===== src/rtl/mips_pkg.sv =====
// Shared MIPS pipeline definitions: immediate-generation mode encodings.
package mips_pkg;

  localparam int IMM_MODE_W = 3;

  localparam logic [IMM_MODE_W-1:0] IMM_MODE_ZERO   = 3'd0;
  localparam logic [IMM_MODE_W-1:0] IMM_MODE_SIGN   = 3'd1;
  localparam logic [IMM_MODE_W-1:0] IMM_MODE_LUI    = 3'd2;
  localparam logic [IMM_MODE_W-1:0] IMM_MODE_BRANCH = 3'd3;
  localparam logic [IMM_MODE_W-1:0] IMM_MODE_SHAMT  = 3'd4;

  function automatic logic imm_mode_legal(input logic [IMM_MODE_W-1:0] mode);
    logic legal;
    case (mode)
      IMM_MODE_ZERO, IMM_MODE_SIGN, IMM_MODE_LUI,
      IMM_MODE_BRANCH, IMM_MODE_SHAMT: legal = 1'b1;
      default:                         legal = 1'b0;
    endcase
    return legal;
  endfunction

endpackage


===== src/rtl/imm_skid_buf.sv =====
// Two-entry valid/ready skid buffer: an output register plus one overflow slot.
// in_ready is registered and is the complement of the overflow slot's valid bit.
module imm_skid_buf
  import mips_pkg::*;
#(
  parameter int W = 8
) (
  input  logic         clk_i,
  input  logic         rst_i,
  input  logic         flush_i,
  input  logic         in_valid_i,
  output logic         in_ready_o,
  input  logic [W-1:0] in_data_i,
  output logic         out_valid_o,
  input  logic         out_ready_i,
  output logic [W-1:0] out_data_o
);

  logic         out_valid_q, out_valid_d;
  logic [W-1:0] out_data_q, out_data_d;
  logic         skid_valid_q, skid_valid_d;
  logic [W-1:0] skid_data_q, skid_data_d;
  logic         in_ready_q;
  logic         accept_s;
  logic         out_free_s;

  assign accept_s   = in_valid_i & in_ready_q;
  assign out_free_s = ~out_valid_q | out_ready_i;

  // Next-state selection; the skid slot can only be filled while the output is stalled.
  always_comb begin
    out_valid_d  = out_valid_q;
    out_data_d   = out_data_q;
    skid_valid_d = skid_valid_q;
    skid_data_d  = skid_data_q;
    if (flush_i) begin
      out_valid_d  = 1'b0;
      skid_valid_d = 1'b0;
    end else if (out_free_s) begin
      if (skid_valid_q) begin
        out_valid_d  = 1'b1;
        out_data_d   = skid_data_q;
        skid_valid_d = 1'b0;
      end else if (accept_s) begin
        out_valid_d  = 1'b1;
        out_data_d   = in_data_i;
      end else begin
        out_valid_d  = 1'b0;
      end
    end else begin
      if (accept_s) begin
        skid_valid_d = 1'b1;
        skid_data_d  = in_data_i;
      end else begin
        skid_valid_d = skid_valid_q;
      end
    end
  end

  // State registers with asynchronous reset.
  always_ff @(posedge clk_i or posedge rst_i) begin
    if (rst_i) begin
      out_valid_q  <= 1'b0;
      out_data_q   <= {W{1'b0}};
      skid_valid_q <= 1'b0;
      skid_data_q  <= {W{1'b0}};
      in_ready_q   <= 1'b1;
    end else begin
      out_valid_q  <= out_valid_d;
      out_data_q   <= out_data_d;
      skid_valid_q <= skid_valid_d;
      skid_data_q  <= skid_data_d;
      in_ready_q   <= ~skid_valid_d;
    end
  end

  assign in_ready_o  = in_ready_q;
  assign out_valid_o = out_valid_q;
  assign out_data_o  = out_data_q;

endmodule


===== src/rtl/imm_gen_stage.sv =====
// ID->EX immediate generator: combinational extension mux feeding a registered skid buffer
// that carries {err, tag, operand} together.
module imm_gen_stage
  import mips_pkg::*;
#(
  parameter int IMM_W    = 16,
  parameter int DATA_W   = 32,
  parameter int SHAMT_LO = 6,
  parameter int SHAMT_W  = 5,
  parameter int TAG_W    = 8
) (
  input  logic                  clk,
  input  logic                  reset,
  input  logic                  flush,
  input  logic                  in_valid,
  output logic                  in_ready,
  input  logic [IMM_W-1:0]      in_imm,
  input  logic [IMM_MODE_W-1:0] in_mode,
  input  logic [TAG_W-1:0]      in_tag,
  output logic                  out_valid,
  input  logic                  out_ready,
  output logic [DATA_W-1:0]     out_data,
  output logic [TAG_W-1:0]      out_tag,
  output logic                  out_err
);

  localparam int PKT_W = DATA_W + TAG_W + 1;

  logic [DATA_W-1:0]  zero_ext_s;
  logic [DATA_W-1:0]  sign_ext_s;
  logic [2*IMM_W-1:0] lui_wide_s;
  logic [DATA_W-1:0]  lui_s;
  logic [DATA_W-1:0]  branch_s;
  logic [DATA_W-1:0]  shamt_s;
  logic [DATA_W-1:0]  ext_data_s;
  logic               ext_err_s;
  logic [PKT_W-1:0]   pkt_in_s;
  logic [PKT_W-1:0]   pkt_out_s;

  assign zero_ext_s = {{(DATA_W-IMM_W){1'b0}}, in_imm};
  assign sign_ext_s = {{(DATA_W-IMM_W){in_imm[IMM_W-1]}}, in_imm};
  // LUI keeps the low DATA_W bits of {imm, zeros}, zero-filling when DATA_W is wider.
  assign lui_wide_s = {in_imm, {IMM_W{1'b0}}};
  assign lui_s      = DATA_W'(lui_wide_s);
  assign branch_s   = {sign_ext_s[DATA_W-3:0], 2'b00};
  assign shamt_s    = {{(DATA_W-SHAMT_W){1'b0}}, in_imm[SHAMT_LO+SHAMT_W-1 -: SHAMT_W]};

  // Extension mux; illegal modes fall back to zero-extension and raise err.
  always_comb begin
    ext_data_s = zero_ext_s;
    ext_err_s  = ~imm_mode_legal(in_mode);
    case (in_mode)
      IMM_MODE_ZERO:   ext_data_s = zero_ext_s;
      IMM_MODE_SIGN:   ext_data_s = sign_ext_s;
      IMM_MODE_LUI:    ext_data_s = lui_s;
      IMM_MODE_BRANCH: ext_data_s = branch_s;
      IMM_MODE_SHAMT:  ext_data_s = shamt_s;
      default:         ext_data_s = zero_ext_s;
    endcase
  end

  assign pkt_in_s = {ext_err_s, in_tag, ext_data_s};

  imm_skid_buf #(
    .W (PKT_W)
  ) u_skid (
    .clk_i       (clk),
    .rst_i       (reset),
    .flush_i     (flush),
    .in_valid_i  (in_valid),
    .in_ready_o  (in_ready),
    .in_data_i   (pkt_in_s),
    .out_valid_o (out_valid),
    .out_ready_i (out_ready),
    .out_data_o  (pkt_out_s)
  );

  assign out_err  = pkt_out_s[PKT_W-1];
  assign out_tag  = pkt_out_s[DATA_W+TAG_W-1:DATA_W];
  assign out_data = pkt_out_s[DATA_W-1:0];

endmodule


===== config.mk =====
export PLATFORM = sky130hd
export DESIGN_NAME = imm_gen_stage
export DESIGN_NICKNAME = d
export VERILOG_FILES = /design/src/rtl/mips_pkg.sv /design/src/rtl/imm_skid_buf.sv /design/src/rtl/imm_gen_stage.sv
export SDC_FILE = /design/constraint.sdc
export NUM_CORES = 1
export LEC_CHECK = 0
export CAP_MARGIN = 25
export CORE_ASPECT_RATIO = 1.4
export CORE_MARGIN = 3
export CORE_UTILIZATION = 50
export CTS_CLUSTER_SIZE = 24
export DETAILED_ROUTE_END_ITERATION = 8
export PLACE_DENSITY_LB_ADDON = 0.3
export SYNTH_ARGS = -nofsm -noshare
export SYNTH_HDL_FRONTEND = slang
export SYNTH_HIERARCHICAL = 1
export SYNTH_SLANG_ARGS = --single-unit

===== constraint.sdc =====
create_clock -name clk -period 8.1 [get_ports clk]
set_input_delay 2.025 -clock clk [delete_from_list [all_inputs] [get_ports clk]]
set_output_delay 2.025 -clock clk [all_outputs]
set_load 0.1 [all_outputs]

## Yosys cells after proc, flatten, opt, wreduce, memory -nomap -nowiden

Index checks and enable logic that the tools add are counted.

| storage, ports and cells | value |
|---|---|
| register bits after elaboration | 85 |
| input bits | 32 |
| output and inout bits | 43 |
| logic and storage cells | 33 |

| cells by class | value |
|---|---|
| eq/ne operators | 4 |
| mux-type cells | 11 |
| bitwise gates (word level) | 7 |
| reduce and logical (&&, ||, !) cells | 6 |

Operators by type and width:

| kind | count |
|---|---|
| $pmux W32 S4 | 1 |
| $mux W41 | 2 |
| $mux W1 | 8 |
| $eq A3 B2 Y1 const B | 2 |
| $reduce_and A3 Y1 | 2 |
| $not A1 Y1 | 5 |
| $reduce_or A5 Y1 | 1 |
| $reduce_bool A2 Y1 | 2 |
| $eq A3 B1 Y1 const B | 1 |
| $eq A3 B3 Y1 const B | 1 |
| $logic_not A3 Y1 | 1 |
| $and A1 B1 Y1 | 1 |
| $or A1 B1 Y1 | 1 |

## Logic depth before layout (Yosys ltp)

| logic depth | value |
|---|---|
| word-level depth | 6 |
| depth in mapped cells | 8 |
| mapped depth without buffers | 5 |

## Hierarchy

Netlist, hierarchy kept.

By module, submodules not included:

| module | times used | cells an instance | area each (µm²) | sequential area each (µm²) |
|---|---|---|---|---|
| imm_skid_buf | 1 | 232 | 3669.8 | 2128.3 |
| imm_gen_stage | 1 | 111 | 619.3 | 0.0 |

## Worst setup path before layout

OpenSTA, ideal clock, no wires.

| timing | value |
|---|---|
| kind | input to register |
| start point | input port in_mode[0] |
| end point | register u_skid.out_data_q[11] (netlist: u_skid/out_data_o[11]) |
| library setup time | 125 ps |
| data arrival time | 3235 ps |
| data required time | 7975 ps |
| path slack | 4739 ps |
| cell stages on the path | 8 |
| path buffers | 3 |
| cells stage by stage | buf_6 > nand2b_4 > buf_6 > buf_4 > a21oi_1 > a31oi_1 > mux2_2 > mux2_2 |

| between the ends | value |
|---|---|
| longest elaborated chain between the ends | 4 |
| elaborated cells on any way between the ends | 7 |
| classes of those cells | 4 x eq/ne; 3 x mux |

RTL lines:

| what | line | RTL |
|---|---|---|
| start: declaration | imm_gen_stage.sv:18 | `input logic [IMM_MODE_W-1:0] in_mode,` |
| $eq A3 B3 Y1, or another cell as far along | imm_gen_stage.sv:52 | `case (in_mode)` |
| $pmux W32 S4 (*) | imm_gen_stage.sv:52 |  |
| net ext_data_s[11] | imm_gen_stage.sv:35 | `logic [DATA_W-1:0] ext_data_s;` |
| $mux W41 (*) | imm_skid_buf.sv:44 | `end else if (accept_s) begin` |
| $mux W41 (*) | imm_skid_buf.sv:40 | `if (skid_valid_q) begin` |
| end signal: assignment | imm_skid_buf.sv:64 | `out_data_q <= {W{1'b0}};` |
| end signal: assignment | imm_skid_buf.sv:70 | `out_data_q <= out_data_d;` |
| end: declaration | imm_skid_buf.sv:20 | `logic [W-1:0] out_data_q, out_data_d;` |

Mark *: on every way through the listed nets, which the timed path passes. The rest lies on a longest branch. The select of a mux whose other input is x is not followed.
A chain may end at the register's enable or synchronous reset.

## Worst setup path after layout

| timing | value |
|---|---|
| start point | register u_skid.in_ready_q (netlist: u_skid/in_ready_o) |
| end point | output port in_ready |

RTL lines:

| what | line | RTL |
|---|---|---|
| start: declaration | imm_skid_buf.sv:23 | `logic in_ready_q;` |
| start signal: assignment | imm_skid_buf.sv:73 | `in_ready_q <= ~skid_valid_d;` |
| end: declaration | imm_gen_stage.sv:16 | `output logic in_ready,` |

No word-level cell between the ends.

==> results.toml <==
[outcome]
status = "complete, no violations"

[logic_synthesis]
synthAdderAreaFrac_pct = 0
synthCells = 343
synth_area_leaders = "dfrtp_1, mux2_2, mux2_1"
synth_top_area_cell = "dfrtp_1"
synth_warnings = 6
ys_types = 30
avgSynthCellArea_um2 = 12.5
synth.net_count = 375
ys_ff_latch = 85
synthMuxAreaShare_pct = 33.9
synthSimpleGateAreaFrac_pct = 6.24
synth_compound_area_share_pct = 6.18
synth-xor-area-share_pct = 0
synth_top_area_share_pct = 49.0
synth_top_family_by_area = "multiplexers"
netlist_area_um2 = 4290
ys_seq_area_share_pct = 49.6

[timing]
finalCritPeriodShare_pct = 49.7
timing.setup.tns_ps = 0
hold_violations = 0
skew_ps = 4.47
fmax_mhz = 248
period_needed_ps = 4030
rsz0062_at_grt = "no"
worst_pin_slew_ps = 1010
drv_slew = 0
slew_headroom_pct = 32.7
setup_viol = 0

[grt]
track_usage_pct = 19.0
grt_max_degree = 86
grt_pass1_wl_um = 14600
overflow = 0
grt_pass1_vias = 3010
antenna_found_initial = 0

[hold_path]
hold_class = "flop to flop"

[route]
drc = 0
wl_um = 8830
drtAntennaViolNets = 0
via_per_inst = 5.59
wl_per_cell_um = 17.1
dr.pass1.iters = 4
route.vias.total = 2890
drt_iter0_markers = 128

[clock_tree]
cts_setup_buffers = 0
clockBufferDepth = 2
cts_tree = "done"
cts_buffers = 9
postCtsHoldBufs = 0
clock-sinks = 85
clk_latency_ps = 330
ctsResizeCount = 0
htree_levels = 3
clkTransAtPathRegs_ps = 60
cts_root_buf = "clkbuf_16"

[critical_path]
crit_slowest_cell = "clkdlybuf4s50_1"
path_buf_inv = 1
crit_required_ps = 6080
crit_chain = "clkdlybuf4s50_1"
crit_arrival_ps = 2000
critPathKind = "flop to primary output"
path_max_fanout = 3
cp-end-kind = "primary output"
start_kind = "flop"
cpPeakStageDelay_ps = 1130
path_delay_family = "buffers and inverters"

[final_layout]
layout_common_cells = "mux2_2, dfrtp_1, clkdlybuf4s50_1, nand2_1, a21oi_1"
final_common_cell = "mux2_2"
nFillCells = 655
regArea_um2 = 2130
final_core_util_pct = 65.1
nNetsFinal = 442
area_growth_pct = 25.1
diodes = 0
layout-drive-gt1-share_pct = 33.5
multi_input_area_um2 = 1990

[power]
ir_drop_uv = 205
power.leakage_uw = 0.00233
power_uw = 1500
power_density_nw_per_um2 = 279

[floorplan]
die_area_um2 = 9740
core-area_um2 = 8250
ios = 75
row_count = 39
dieWidth_um = 84.3
start_util_pct = 52.0
die_h_um = 116

[place]
portBuffers = 74
finalWeightedCongestion = 0.842
dp_hpwl_um = 5900

[job]
maxCapViolCount = 0
==> flip-flops by register name, summed over array words and instances, names as in the netlist <==
signal and flops:
u_skid/in_ready_o 1, u_skid/out_data_o 41, u_skid/out_valid_o 1, u_skid/skid_data_q 41
u_skid/skid_valid_q 1
==> report_power, final <==
part           switching (uW)  internal [uW]
registers                44.8            517
logic                     391            175
clock network             155            215
==> worst register-to-register path: cells and delay by family (launching register included) <==
family / cells / cell delay (ps)
flops: 1 / 540
buf+inv: 2 / 560
compound gates: 1 / 120
simple gates: 1 / 180
mux: 1 / 390
==> path summary, 6_finish.rpt <==
kind / startpoint / to / slack, ps / depth (start not counted)
max: u_skid/in_ready_o / in_ready / 4070 / 1
min: u_skid/skid_data_q[11] / u_skid/skid_data_q[11] / 490 / 1
max reg2reg: u_skid/in_ready_o / u_skid/out_data_o[4] / 6180 / 5
min reg2reg: u_skid/skid_data_q[11] / u_skid/skid_data_q[11] / 490 / 1
max in group asynchronous: reset / u_skid/out_data_o[15] / 5480 / 4
min in group asynchronous: reset / u_skid/out_data_o[33] / 2020 / 3
==> cell usage after synthesis, drive strengths merged <==
master / number
a211oi: 1
a21oi: 27
a22o: 3
a22oi: 3
a31oi: 11
and2b: 1
buf: 20
clkbuf: 6
dfrtp: 84
dfstp: 1
inv: 2
mux2: 123
mux2i: 7
nand2: 40
nand2b: 2
nor2: 2
nor2b: 4
nor3: 1
nor3b: 1
o21ai: 1
or2: 1
or3: 1
or3b: 1
==> logic make-up (layout without fill, tap and decap cells) <==
| group | count (synthesis) | count (layout) |
|---|---|---|
| simple gates | 54 | 54 |
| compound gates | 46 | 46 |
| mux | 130 | 130 |
| flops | 85 | 85 |
| buf+inv | 28 | 100 |
==> per-layer routing <==
layer / up-vias / global-route usage, % / part of all wire (%)
met3: 8 / 4.55 / 6.4
met4: 0 / 7.51 / 1.5
met1: 1440 / 23.5 / 41
li1: 1360 / - / -
met2: 82 / 32.3 / 51
met5: - / 0 / 0
==> stage by stage <==
step / instance area, um2 / hold slack [ps] / setup slack [ps] / instances
3_3_place_gp: 5040 / 462 / 3490 / 498
2_1_floorplan: 4290 / 452 / 3880 / 343
3_5_place_dp: 5040 / 473 / 3420 / 498
4_1_cts: 5310 / 487 / 3760 / 514
5_1_grt: 5370 / 511 / 4040 / 517
6_report: 5370 / 485 / 4070 / 517
==> final cells by class <==
class / count / area share (%)
well taps: 102 / 2.38
clock inverters: 4 / 0.443
multi-input cells: 230 / 37.2
inverters: 2 / 0.163
flip-flops and latches: 85 / 39.7
clock buffers: 12 / 4.59
repair buffers: 82 / 15.6
(Power assumes the default switching activity.)
